`src/rtl/hazard_unit_pkg.sv`:
```
// Shared pipeline definitions: forwarding select codes, hazard FSM states,
// and a register-match helper that treats x0 as never matching.
package hazard_unit_pkg;

    localparam logic [1:0] FWD_RF  = 2'b00;
    localparam logic [1:0] FWD_WB  = 2'b01;
    localparam logic [1:0] FWD_MEM = 2'b10;

    typedef enum logic {
        RUN    = 1'b0,
        LSTALL = 1'b1
    } state_t;

    function automatic logic reg_match(input logic [4:0] a, input logic [4:0] b);
        return (a != 5'd0) && (a == b);
    endfunction

endpackage

```
`src/rtl/hazard_unit_fwd_sel.sv`:
```
// Per-operand forwarding select; purely combinational, MEM outranks WB.
// No backpressure: the result is consumed by the EX operand mux.
module fwd_sel
    import hazard_unit_pkg::*;
(
    input  logic [4:0] src,
    input  logic [4:0] mem_rd,
    input  logic       mem_reg_wb,
    input  logic [4:0] wb_rd,
    input  logic       wb_reg_wb,
    output logic [1:0] sel
);

    always_comb begin
        sel = FWD_RF;
        if (mem_reg_wb && reg_match(mem_rd, src)) begin
            sel = FWD_MEM;
        end else if (wb_reg_wb && reg_match(wb_rd, src)) begin
            sel = FWD_WB;
        end
    end

endmodule

```
`src/rtl/hazard_unit.sv`:
```
// Pipeline hazard control: load-use stall FSM, branch flush, operand forwarding.
// Controls are combinational in the current cycle; stalls hold PC/IF-ID and bubble ID/EX.
module hazard_unit
    import hazard_unit_pkg::*;
#(
    parameter int LOAD_LAT = 1
) (
    input  logic        clk,
    input  logic        reset,
    input  logic [4:0]  id_rs1,
    input  logic [4:0]  id_rs2,
    input  logic        id_use_rs1,
    input  logic        id_use_rs2,
    input  logic [4:0]  ex_rd,
    input  logic        ex_reg_wb,
    input  logic        ex_is_load,
    input  logic [4:0]  ex_rs1,
    input  logic [4:0]  ex_rs2,
    input  logic [4:0]  mem_rd,
    input  logic        mem_reg_wb,
    input  logic [4:0]  wb_rd,
    input  logic        wb_reg_wb,
    input  logic        branch_taken,
    output logic        stall,
    output logic        pc_hold,
    output logic        if_id_hold,
    output logic        if_id_flush,
    output logic [1:0]  fwd_a,
    output logic [1:0]  fwd_b,
    output logic [15:0] stall_cnt
);

    localparam logic [2:0] CNT_INIT = 3'(LOAD_LAT - 1);

    state_t      state_q, state_d;
    logic [2:0]  cnt_q, cnt_d;
    logic [15:0] stall_cnt_q, stall_cnt_d;
    logic        hz;
    logic        load_stall;
    logic [1:0]  fwd_a_raw, fwd_b_raw;

    assign hz = ex_is_load && ex_reg_wb && (ex_rd != 5'd0) &&
                ((id_use_rs1 && (id_rs1 == ex_rd)) || (id_use_rs2 && (id_rs2 == ex_rd)));

    always_comb begin
        state_d     = state_q;
        cnt_d       = cnt_q;
        stall       = 1'b0;
        pc_hold     = 1'b0;
        if_id_hold  = 1'b0;
        if_id_flush = 1'b0;
        load_stall  = 1'b0;

        if (branch_taken) begin
            // Redirect wins over any pending load bubbles.
            if_id_flush = 1'b1;
            stall       = 1'b1;
            state_d     = RUN;
            cnt_d       = 3'd0;
        end else begin
            case (state_q)
                RUN: begin
                    if (hz) begin
                        load_stall = 1'b1;
                        if (LOAD_LAT > 1) begin
                            state_d = LSTALL;
                            cnt_d   = CNT_INIT;
                        end
                    end
                end
                LSTALL: begin
                    load_stall = 1'b1;
                    cnt_d      = cnt_q - 3'd1;
                    if (cnt_q == 3'd1) begin
                        state_d = RUN;
                    end
                end
                default: begin
                    state_d = RUN;
                    cnt_d   = 3'd0;
                end
            endcase
            stall      = load_stall;
            pc_hold    = load_stall;
            if_id_hold = load_stall;
        end

        // Controls read low for the whole time reset is held.
        if (reset) begin
            stall       = 1'b0;
            pc_hold     = 1'b0;
            if_id_hold  = 1'b0;
            if_id_flush = 1'b0;
        end

        stall_cnt_d = stall_cnt_q;
        if (load_stall && (stall_cnt_q != 16'hFFFF)) begin
            stall_cnt_d = stall_cnt_q + 16'd1;
        end
    end

    always_ff @(posedge clk or posedge reset) begin
        if (reset) begin
            state_q     <= RUN;
            cnt_q       <= 3'd0;
            stall_cnt_q <= 16'd0;
        end else begin
            state_q     <= state_d;
            cnt_q       <= cnt_d;
            stall_cnt_q <= stall_cnt_d;
        end
    end

    fwd_sel u_fwd_a (
        .src        (ex_rs1),
        .mem_rd     (mem_rd),
        .mem_reg_wb (mem_reg_wb),
        .wb_rd      (wb_rd),
        .wb_reg_wb  (wb_reg_wb),
        .sel        (fwd_a_raw)
    );

    fwd_sel u_fwd_b (
        .src        (ex_rs2),
        .mem_rd     (mem_rd),
        .mem_reg_wb (mem_reg_wb),
        .wb_rd      (wb_rd),
        .wb_reg_wb  (wb_reg_wb),
        .sel        (fwd_b_raw)
    );

    assign fwd_a     = reset ? FWD_RF : fwd_a_raw;
    assign fwd_b     = reset ? FWD_RF : fwd_b_raw;
    assign stall_cnt = stall_cnt_q;

endmodule
```
`config.mk`:
```
export PLATFORM = sky130hd
export DESIGN_NAME = hazard_unit
export DESIGN_NICKNAME = d
export VERILOG_FILES = /design/src/rtl/hazard_unit_pkg.sv /design/src/rtl/hazard_unit_fwd_sel.sv /design/src/rtl/hazard_unit.sv
export SDC_FILE = /design/constraint.sdc
export NUM_CORES = 1
export LEC_CHECK = 0
export ABC_AREA = 0
export CAP_MARGIN = 40
export CORE_ASPECT_RATIO = 2
export CORE_MARGIN = 8
export CORE_UTILIZATION = 40
export DETAILED_ROUTE_END_ITERATION = 6
export PLACE_DENSITY_LB_ADDON = 0.3
export SETUP_SLACK_MARGIN = 0.2
export SLEW_MARGIN = 20
export SYNTH_ARGS = -nofsm -noshare
export SYNTH_HDL_FRONTEND = slang
export SYNTH_SLANG_ARGS = --single-unit
```
`constraint.sdc`:
```
create_clock -name clk -period 3.76 [get_ports clk]
set_input_delay 0.94 -clock clk [delete_from_list [all_inputs] [get_ports clk]]
set_output_delay 0.94 -clock clk [all_outputs]
set_load 0.01 [all_outputs]
```
* After elaboration in Yosys (flattened, before gate mapping)
Index checks and enable logic that the tools add are counted.
** Storage, ports and cells
- Register bits :: 20
- Input bits :: 44
- Output and inout bits :: 24
- Word-level logic and storage cells :: 52
** Operators by class
- Add/subtract/negate cells :: 2
- Equality and inequality tests :: 8
- Mux-type cells :: 19
- Bitwise operators :: 1
- Reduce and logical (&&, ||, !) cells :: 19
** Operators with widths (number)
- 5-bit == test :: 6
- 16-bit by 1-bit adder with 16-bit output, second input constant :: 1
- 16-bit != test, second input constant :: 1
- 5-bit nonzero test :: 3
- 1-bit logical AND :: 14
- 1-bit two-way mux :: 12
- 2-bit two-way mux :: 4
- 3-bit two-way mux :: 2
- 3-bit by 1-bit == test with 1-bit output, second input constant :: 1
- 3-bit by 1-bit subtractor with 3-bit output, second input constant :: 1
- 1-bit case mux with 2 select lines :: 1
- 2-bit nonzero test :: 1
- 1-bit logical OR :: 1
- 1-bit inverter :: 1

* Depth between registers and ports, before layout
Gate-level depths: netlist of the first run.
- Word-level depth :: 8
- Gate-level depth with buffers :: 7
- Gate-level depth less buffers :: 6

* Cells and area by module
From an unflattened synthesis of the first run, not the netlist that was laid out.
** Second synthesis, totals
- Cell total of the unflattened synthesis :: 153
- Area, all modules :: 1475.2 um2
** Modules (own cells, without submodules)
- hazard_unit :: instances 1, cells each 113, area each 1172.4 um2, seq. area each 500.5 um2
- fwd_sel :: instances 2, cells each 20, area each 151.4 um2, seq. area each 0.0 um2

* Worst setup path after synthesis of the first run
Ideal clock, no wire load.
- Kind :: input -> output
- Start :: input reset
- End :: output fwd_a[0]
- Arrival time :: 2.467 ns
- Data required time :: 2.820 ns
- Path slack :: 0.353 ns
- Cell stages on the path :: 4
- Path buffers :: 0
- Path through :: inv_1 > o211ai_1 > or4_1 > nor4_1
** On the way
- Cells in the longest elaborated chain, start to end :: 1
** Ends and longest elaborated chain
- from (decl) :: RTL line hazard_unit.sv:9 : input logic reset,
- 2-bit two-way mux :: RTL line hazard_unit.sv:132 : assign fwd_a = reset ? FWD_RF : fwd_a_raw;
- to (decl) :: RTL line hazard_unit.sv:28 : output logic [1:0] fwd_a,
No other way between the ends.

* Final worst setup path of the first run
- Start :: input mem_rd[1]
- End :: output fwd_b[0]
** On the way
- Cells in the longest elaborated chain, start to end :: 5
- Elaborated cells on any way between the ends :: 6
- Classes of those cells :: 1 x eq/ne; 2 x mux; 3 x reduce/logical
** Ends and longest elaborated chain
- from (decl) :: RTL line hazard_unit.sv:19 : input logic [4:0] mem_rd,
- 5-bit == test / 5-bit nonzero test (equally long branches) :: RTL line hazard_unit_pkg.sv:15 : return (a != 5'd0) && (a == b);
- 1-bit logical AND (*) :: RTL line hazard_unit_pkg.sv:15
- 1-bit logical AND (*) :: RTL line hazard_unit_fwd_sel.sv:16 : if (mem_reg_wb && reg_match(mem_rd, src)) begin
- 2-bit two-way mux (*) :: RTL line hazard_unit_fwd_sel.sv:16
- 2-bit two-way mux (*) :: RTL line hazard_unit.sv:133 : assign fwd_b = reset ? FWD_RF : fwd_b_raw;
- to (decl) :: RTL line hazard_unit.sv:29 : output logic [1:0] fwd_b,
Every way passes the cells marked *; elsewhere a longest branch is shown, timed or not.

==> results by group, run 1 <==
Floorplanning
  – Die Y-Extent: 103 um
  – # IOs: 68
  – Die Span X: 59.4 um
  – Initial Util: 41.8%
  – # rows: 31
  – DIE AREA: 6110 um2
  – Core area: 3610 um2

Route
  – Final wirelength: 4.64 mm
  – DRT Pass-1 Iters: 4
  – Drt via density: 5.12
  – DRT antenna net count: 0
  – Routed WL per cell: approximately 16 um
  – DRC Markers: 0
  – Vias: 1479
  – Drt initial violations: 22

Yosys
  – Mean Syn Cell Area: 9.78 um2
  – Mapped Cells: 154
  – Synth warn: 0
  – Yosys top cell area share: about a third
  – Post-synth top area cell: dfrtp_1
  – Top post-synthesis cells by area: dfrtp_1, xnor2_1, xor2_1
  – Sequential share of the synthesized area: 33.2%
  – Synth unique cells: 31
  – Post-synthesis cell area: roughly 1500 um2
  – Syn nets: 201
  – Yosys reg bits: 20

Timing
  – Final-report hold violation count: 0
  – Period utilization: 93.1%
  – FMAX: 286 MHz
  – Fin crit period: 3.50 ns
  – RSZ-0062 raised after global routing: false
  – Worst slew pin tran: roughly 0.38 ns
  – Slew Limit Fails: 0
  – Worst Skew: 0.00273 ns
  – Setup violators final: 0
  – Total negative slack: 0 ns
  – Max-slew headroom: between 70% and 80%

Global routing
  – Largest net degree at the start of global routing: 21
  – Vias in the first global route: 1665
  – Overflow after GRT: 0
  – First-pass GRT wire length: 7.47 mm
  – Total GRT Usage: 16.1%
  – Initial antenna violation count: 0

Placed design
  – Input/output buffers: 67
  – Hpwl dp: 4.07 mm
  – GP Congestion: between 0.8 and 0.9

Power and ir drop
  – Peak supply drop: 0.000128 V
  – Pint: 398 uW
  – Sw Ratio: about a quarter
  – Seq pwr share: 42.5%
  – Gate power share: 27.1%
  – Clock power share: 30.5%
  – Switch Pwr: 133 uW
  – Pleak: 0.00103 uW
  – Power per cell area: 219 nW/um2

Status
  – Status: completed

Clocking
  – H-tree Lvls: 1
  – CTS tree: done
  – Clock-pin slew on the worst setup and hold paths: 0.07 ns
  – CTS Buffer Depth: 2
  – Skew-Pair Late Insertion Delay: 0.25 ns
  – Cts hold-fix bufs: 0
  – CTS root buf: clkbuf_8
  – Cts bufs inserted: 3
  – CTS sink count: 20

Cells and area
  – Share of cells above drive strength 1: 20.4%
  – Layout area overhead: 61.1%
  – Core Util, Final: between 60% and 70%
  – Final Net Count: 288
  – # fillers: 306
  – Antenna diode count: 0

Run
  – Max Cap Viol: 0

Critical path
  – Crit end category: output pin
  – Worst path required time: 2.82 ns
  – Worst setup path class: in -> out
  – Critical Path AT: 2.56 ns
  – CP Max Fanout: 3
  – Startpoint Class: input port

Hold path
  – HP Class: reg -> reg
==> metrics by stage <==
stage	instance area (um2)	instances	total power (uW)	worst slack, ns	hold WS, ns
floorplan	1510	154	279	0.353	0.496
global placement	2360	285	372	-0.227	0.483
detailed placement	2360	285	374	-0.286	0.501
CTS	2420	289	534	0.108	0.512
global route	2430	289	554	0.200	0.545
finish	2430	289	531	0.259	0.506
==> sequential cells by signal, indices dropped and copies added, names as in the netlist <==
signal	flops
cnt_q	3
stall_cnt	16
state_q	1
==> path summary, 6_finish.rpt <==
path,startpoint,endpoint,slack [ns],cells after the start
max,mem_rd[1],fwd_b[0],0.26,7
min,stall_cnt[15],stall_cnt[15],0.51,1
max reg2reg,stall_cnt[12],stall_cnt[1],1.75,5
min reg2reg,stall_cnt[15],stall_cnt[15],0.51,1
max in group asynchronous,reset,stall_cnt[12],2.46,3
min in group asynchronous,reset,stall_cnt[6],1.09,3
==> layer usage <==
metal	track usage [%]	vias up	share of wire [%]
met5	0	-	0
met4	8.53	0	2.6
met3	4.88	6	8.0
met2	32.1	52	60
met1	12.8	699	29
li1	-	722	-
==> worst max-delay path, stage by stage <==
cell and delay [ns]:
clkdlybuf4s50_1 0.42, or4_4 0.50, o21ai_4 0.17, buf_4 0.14, nor3_1 0.05, nor3_1 0.17, clkbuf_2 0.16
==> layout by cell type, fill, tap and decap left out <==
| master | synthesis | layout |
|---|---|---|
| ha_1 | 3 | 3 |
| buf_4 | 2 | 19 |
| clkbuf_2 | 0 | 4 |
| buf_2 | 0 | 1 |
| or3_4 | 2 | 2 |
| o211ai_1 | 1 | 1 |
| nand4_1 | 7 | 7 |
| mux2_2 | 1 | 1 |
| clkdlybuf4s50_1 | 0 | 53 |
| nor4b_1 | 1 | 1 |
| or3_1 | 1 | 1 |
| or2_2 | 1 | 1 |
| nor3_4 | 1 | 1 |
| o21ai_4 | 0 | 1 |
| o22ai_2 | 1 | 1 |
| nand2b_1 | 1 | 1 |
| nor4_1 | 6 | 5 |
| or4_4 | 0 | 2 |
| nor3_2 | 0 | 2 |
| a41oi_4 | 1 | 1 |
| nor2_1 | 6 | 6 |
| nor3_1 | 8 | 6 |
| dlymetal6s2s_1 | 0 | 4 |
| dlygate4sd2_1 | 0 | 5 |
| inv_1 | 4 | 4 |
| xnor2_1 | 26 | 26 |
| mux2_4 | 1 | 1 |
| dfrtp_1 | 20 | 20 |
| clkbuf_8 | 0 | 4 |
| xor2_1 | 20 | 20 |
| a211oi_1 | 1 | 1 |
| nand3_1 | 8 | 8 |
| nand2_1 | 13 | 13 |
| or4_1 | 5 | 3 |
| a21oi_1 | 1 | 1 |
| nor4_2 | 7 | 8 |
| and3_1 | 2 | 2 |
==> final cells by class <==
class,instances,area (um2),share of cell area (%)
multi-input cells,126,1000,41.3
repair buffers,86,792,32.6
flip-flops and latches,20,500,20.6
well taps,49,61.3,2.53
clock buffers,4,55.1,2.27
inverters,4,15.0,0.619
==> cell usage after synthesis <==
cell type	count
mux2_4	1
nor3_4	1
or3_4	2
buf_4	2
nand2_1	13
or2_2	1
buf_1	1
xor2_1	20
nand4_1	7
a211oi_1	1
dfrtp_1	20
inv_1	4
o22ai_2	1
mux2_2	1
o21ai_0	1
ha_1	3
nor4b_1	1
o211ai_1	1
a21oi_1	1
and3_1	2
xnor2_1	26
nor2_1	6
a41oi_4	1
nor4_1	6
or4_1	5
nor4_2	7
nor3_1	8
or3_1	1
nand3_1	8
clkbuf_1	1
nand2b_1	1
==> power groups by stage <==
stage	registers [uW]	clock network [uW]	logic, uW
finish	225	162	144
global route	226	172	155
CTS	226	164	144
detailed placement	230	0	144
global placement	229	0	143
floorplan	230	0	48.8
==> cells by family after synthesis <==
kind of cell,after synthesis,share of synthesized area (%)
XOR/XNOR,46,26.7
flip-flops,20,33.2
multiplexers,2,1.74
AO/OA/AOI/OAI,6,4.32
adder cells (fa/ha/maj),3,2.49
AND/OR/NAND/NOR,69,29.0
buffers and inverters,8,2.49
==> what timing repair did <==
| item | CTS | global route |
|---|---|---|
| setup buffers | 0 | 0 |
| pin swaps | 2 | 6 |
| gates resized for setup | 22 | 13 |
| endpoints found under the setup margin | 7 | 5 |
Power figures use the tool's default switching activity.
==> run 2: changes to the inputs <==
--- a/config.mk
+++ b/config.mk
@@ -11,8 +11,10 @@
 export CORE_MARGIN = 8
 export CORE_UTILIZATION = 40
 export DETAILED_ROUTE_END_ITERATION = 6
+export HOLD_SLACK_MARGIN = 0.1
 export PLACE_DENSITY_LB_ADDON = 0.3
 export SETUP_SLACK_MARGIN = 0.2
+export SKIP_CTS_REPAIR_TIMING = 1
 export SLEW_MARGIN = 20
 export SYNTH_ARGS = -nofsm -noshare
 export SYNTH_HDL_FRONTEND = slang
==> results by group, run 2 (same netlist as run 1, synthesis figures left out) <==
Status
  – Status: completed

Global routing
  – First-pass GRT wire length: 7.51 mm (+0.56%)
  – Total GRT Usage: 16.2% (+0.10 points)
  – Vias in the first global route: 1663 (-0.12%)
  – Largest net degree at the start of global routing: 21 (unchanged)
  – Initial antenna violation count: 0 (unchanged)
  – Overflow after GRT: 0 (unchanged)

Route
  – DRC Markers: 0 (unchanged)
  – Vias: 1486 (+0.47%)
  – Drt via density: 5.14 (+0.47%)
  – Routed WL per cell: 16.1 um (+0.65%)
  – Drt initial violations: 17 (-23%)
  – Final wirelength: 4.67 mm (+0.65%)
  – DRT antenna net count: 0 (unchanged)
  – DRT Pass-1 Iters: 5 (+1)

Power and ir drop
  – Design Power: 532 uW (+0.25%)
  – Power per cell area: 219 nW/um2 (about the same)
  – Peak supply drop: 0.000125 V (-2.5%)
  – Pleak: 0.00106 uW (+2.6%)

Critical path
  – Critical Path AT: 2.63 ns (+0.07 ns)
  – Buf+Inv Stages, Crit Path: 2 (-1)
  – Worst path max stage delay: 0.57 ns (+0.07 ns)
  – Most used cell, CP: or4_1
  – Slowest-stage cell, CP: or4_1
  – Worst setup path class: in -> out
  – CP Max Fanout: 3 (unchanged)
  – Family with the most delay on the worst path: simple AND/OR/NAND/NOR gates
  – Worst path required time: 2.82 ns (about the same)
  – Startpoint Class: input port
  – CP Cell Sequence: clkdlybuf4s50_1, or4_1, o211ai_1, or4_1, nor4_1, dlymetal6s2s_1
  – Crit end category: output pin

Floorplanning
  – Initial Util: 41.8% (unchanged)
  – Core area: 3610 um2 (unchanged)
  – Die Span X: 59.4 um (unchanged)
  – Die Y-Extent: 103 um (unchanged)
  – # rows: 31 (unchanged)
  – # IOs: 68 (unchanged)
  – DIE AREA: 6110 um2 (unchanged)

Placed design
  – Hpwl dp: 4.07 mm (unchanged)
  – Pre-CTS setup slack: -0.286 ns (unchanged)
  – Input/output buffers: 67 (unchanged)
  – GP Congestion: 0.806 (unchanged)

Cells and area
  – # fillers: 298 (-2.6%)
  – Core Util, Final: 67.5% (+0.21 points)
  – Storage element area: 500 um2 (unchanged)
  – Most common cell after layout, fill and taps aside: clkdlybuf4s50_1
  – Most frequent cells in the layout: clkdlybuf4s50_1, xnor2_1, xor2_1, dfrtp_1, buf_4
  – Antenna diode count: 0 (unchanged)
  – Multi-input logic area: 988 um2 (-1.5%)
  – Final Net Count: 288 (unchanged)
  – Layout area overhead: 61.6%
  – Max FFs per register: 16 (unchanged)
  – Share of cells above drive strength 1: 18.3% (-2.1 points)

Timing
  – Setup WS post-layout: 0.194 ns (-0.0657 ns)
  – Worst slew pin tran: 0.380 ns (+0.00438 ns)
  – Fin crit period: 3.57 ns (+0.0657 ns)
  – RSZ-0062 raised after global routing: true
  – Slew Limit Fails: 0 (unchanged)
  – Period utilization: 94.8% (+1.7 points)
  – Setup violators final: 0 (unchanged)
  – Final-report hold violation count: 0 (unchanged)
  – Worst Skew: 0.00306 ns (+0.000334 ns)
  – Total negative slack: 0 ns (unchanged)
  – FMAX: 280 MHz (-1.8%)
  – Max-slew headroom: 74.4% (-0.30 points)

Hold path
  – HP Class: reg -> reg

Clocking
  – Cts bufs inserted: 3 (unchanged)
  – CTS sink count: 20 (unchanged)
  – CTS root buf: clkbuf_8
  – H-tree Lvls: 1 (unchanged)
  – Clock-pin slew on the worst setup and hold paths: 0.07 ns (about the same)
  – Skew-Pair Late Insertion Delay: 0.25 ns (about the same)
  – CTS Buffer Depth: 2 (unchanged)
  – CTS tree: done

Run
  – Max Cap Viol: 0 (unchanged)
==> run 2: layout make-up <==
class	instances	share of cell area (%)
sequential	20	20.6
inverter	4	0.617
clock buffer	4	2.26
timing repair buffer	86	33.5
tap	49	2.52
multi-input combinational	126	40.6
==> run 2: path summary, 6_finish.rpt <==
kind	startpoint	end	slack [ns]	cells after the start
max	wb_rd[4]	fwd_a[0]	0.19	6
min	stall_cnt[15]	stall_cnt[15]	0.51	1
max reg2reg	stall_cnt[12]	stall_cnt[1]	1.75	5
min reg2reg	stall_cnt[15]	stall_cnt[15]	0.51	1
max in group asynchronous	reset	stall_cnt[12]	2.45	3
min in group asynchronous	reset	stall_cnt[6]	1.09	3
==> run 2: metrics by stage <==
stage          hold WS [ns]  cell area [um2]  instances
3_5_place_dp          0.501             2360        285
5_1_grt               0.545             2430        289
3_3_place_gp          0.483             2360        285
2_1_floorplan         0.496             1510        154
6_report              0.506             2430        289
4_1_cts               0.512             2410        289
==> run 2: worst reg2reg max path, delay by kind of cell, from the launching register on <==
| kind | cells | cell delay [ns] |
|---|---|---|
| mux | 1 | 0.29 |
| simple gates | 4 | 1.18 |
| flops | 1 | 0.44 |
==> run 2: report_power, final <==
group | total [uW] | leakage, uW | switching [uW] | internal [uW]
Combinational | 145 | 0.000752 | 56.9 | 88.0
Sequential | 225 | 0.000279 | 6.47 | 219
Clock | 162 | 0.0000288 | 68.6 | 93.1
==> run 2: routing by layer <==
layer  vias to the layer above  wire, um  GRT usage (%)
met5                         -         0              0
met4                         0       142           8.53
met3                         8       340           4.88
met2                        52      2790           32.3
met1                       703      1390           12.9
li1                        723         -              -
==> run 3: changes to the inputs <==
--- a/config.mk
+++ b/config.mk
@@ -9,7 +9,7 @@
 export CAP_MARGIN = 40
 export CORE_ASPECT_RATIO = 2
 export CORE_MARGIN = 8
-export CORE_UTILIZATION = 40
+export CORE_UTILIZATION = 45
 export DETAILED_ROUTE_END_ITERATION = 6
 export HOLD_SLACK_MARGIN = 0.1
 export PLACE_DENSITY_LB_ADDON = 0.3
@@ -19,3 +19,4 @@
 export SYNTH_ARGS = -nofsm -noshare
 export SYNTH_HDL_FRONTEND = slang
 export SYNTH_SLANG_ARGS = --single-unit
+export TNS_END_PERCENT = 20
==> results by group, run 3 (same netlist as run 1, synthesis figures left out) <==
Status
  – Status: completed

Power and ir drop
  – Pleak: 0.00108 uW (+2.0%)
  – Gate power share: 27.9% (+0.7 points)
  – Pint: 376 uW (-5.9%)
  – Power per cell area: 210 nW/um2 (-4.1%)
  – Clock power share: 27.2% (-3.2 points)
  – Design Power: 502 uW (-5.6%)
  – Sw Ratio: 25.0% (+0.19 points)
  – Switch Pwr: 126 uW (-4.9%)
  – Peak supply drop: 0.000201 V (+61%)
  – Seq pwr share: 44.9% (+2.5 points)

Route
  – Routed WL per cell: 15.7 um (-2.7%)
  – DRC Markers: 0 (unchanged)
  – Drt initial violations: 13 (-4)
  – DRT Pass-1 Iters: 4 (-1)
  – Final wirelength: 4.27 mm (-8.4%)
  – Vias: 1479 (-0.47%)
  – Drt via density: 5.44 (+5.7%)
  – DRT antenna net count: 0 (unchanged)

Timing
  – Setup violators final: 0 (unchanged)
  – Period utilization: 96.9% (+2.1 points)
  – Setup WS post-layout: 0.115 ns (-0.0782 ns)
  – Worst Skew: 0.00571 ns (+0.00265 ns)
  – Worst slew pin tran: 0.361 ns (-0.0199 ns)
  – FMAX: 274 MHz (-2.1%)
  – Final-report hold violation count: 0 (unchanged)
  – Fin crit period: 3.64 ns (+0.0782 ns)
  – Max-slew headroom: 75.9% (+1.5 points)
  – Slew Limit Fails: 0 (unchanged)
  – RSZ-0062 raised after global routing: true
  – Total negative slack: 0 ns (unchanged)

Placed design
  – Pre-CTS setup slack: -0.389 ns (-0.103 ns)
  – GP Congestion: 0.776 (-3.7%)
  – Input/output buffers: 67 (unchanged)
  – Hpwl dp: 3.54 mm (-13%)
  – Placed Cells: 268 (-6.0%)

Floorplanning
  – Initial Util: 45.6% (+3.8 points)
  – # rows: 30 (-3.2%)
  – Die Y-Extent: 97.8 um (-4.8%)
  – Die Span X: 56.9 um (-4.2%)
  – # IOs: 68 (unchanged)
  – DIE AREA: 5570 um2 (-8.8%)
  – Core area: 3300 um2 (-8.4%)

Clocking
  – CTS root buf: clkbuf_8
  – H-tree Lvls: 1 (unchanged)
  – Skew-Pair Late Insertion Delay: 0.25 ns (about the same)
  – CTS Buffer Depth: 2 (unchanged)
  – Clock-pin slew on the worst setup and hold paths: 0.07 ns (about the same)
  – CTS sink count: 20 (unchanged)
  – CTS tree: done
  – Cts bufs inserted: 3 (unchanged)

Hold path
  – Worst hold path depth: 1 (unchanged)
  – HP Class: reg -> reg

Cells and area
  – Most common cell after layout, fill and taps aside: clkdlybuf4s50_1
  – Final Net Count: 288 (unchanged)
  – Most frequent cells in the layout: clkdlybuf4s50_1, xnor2_1, xor2_1, dfrtp_1, buf_4
  – Layout area overhead: 59.0%
  – Layout Cells excl Fill: 272 (-5.9%)
  – Core Util, Final: 72.5% (+5.0 points)
  – Max FFs per register: 16 (unchanged)
  – # fillers: 263 (-12%)
  – Share of cells above drive strength 1: 17.6% (-0.76 points)

Critical path
  – Family with the most delay on the worst path: simple AND/OR/NAND/NOR gates
  – Crit end category: output pin
  – Critical path depth: 6 (unchanged)
  – CP Cell Sequence: clkdlybuf4s50_1, or4_1, o21ai_2, nor3_1, nor4_1, buf_2
  – Buf+Inv Stages, Crit Path: 2 (unchanged)
  – Worst setup path class: in -> out
  – Startpoint Class: input port
  – FF-to-FF path depth: 5 (unchanged)
  – Worst path required time: 2.82 ns (about the same)
  – Worst path max stage delay: 0.55 ns (-0.02 ns)
  – Critical Path AT: 2.70 ns (+0.07 ns)
  – CP Max Fanout: 2 (-1)
  – Slowest-stage cell, CP: or4_1

Global routing
  – Total GRT Usage: 14.8% (-1.4 points)
  – Largest net degree at the start of global routing: 21 (unchanged)
  – Vias in the first global route: 1679 (+0.96%)
  – Initial antenna violation count: 1 (+1)
  – First-pass GRT wire length: 7.07 mm (-6.0%)
  – Overflow after GRT: 0 (unchanged)

Run
  – Max Cap Viol: 0 (unchanged)
==> run 3: final timing paths <==
| check | from | end | slack, ns |
|---|---|---|---|
| setup reg to reg | stall_cnt[12] | stall_cnt[1] | 1.76 |
| setup / recovery | mem_rd[1] | fwd_a[0] | 0.12 |
| hold / removal | stall_cnt[15] | stall_cnt[15] | 0.50 |
| min in group asynchronous | reset | cnt_q[1] | 1.08 |
| max in group asynchronous | reset | stall_cnt[8] | 2.46 |
| hold reg to reg | stall_cnt[15] | stall_cnt[15] | 0.50 |
==> run 3: final cells by class <==
class / instances / area [um2] / share of cell area [%]
flip-flops and latches: 20 / 500 / 20.9
diodes: 1 / 2.50 / 0.104
multi-input cells: 126 / 977 / 40.8
well taps: 32 / 40.0 / 1.67
inverters: 4 / 15.0 / 0.627
clock buffers: 3 / 41.3 / 1.72
repair buffers: 86 / 818 / 34.2
==> run 3: per-layer routing <==
metal  up-vias  global-route usage (%)  wire, um
li1        722                       -         -
met1       701                    15.6      1680
met2        50                    26.3      2260
met3         6                    4.81       270
met4         0                    4.91        70
met5         -                       0         0
==> run 3: through the flow <==
stage,area [um2],hold WS [ns]
floorplan,1510,0.496
detailed placement,2340,0.487
global placement,2340,0.482
CTS,2380,0.497
global route,2390,0.526
finish,2390,0.497
==> run 3: power by group through the flow <==
stage	combinational, uW	clock (uW)	sequential (uW)
after floorplan	48.8	0	230
after global routing	152	148	226
after CTS	142	139	225
final	140	137	225
after global placement	139	0	229
after detailed placement	141	0	230
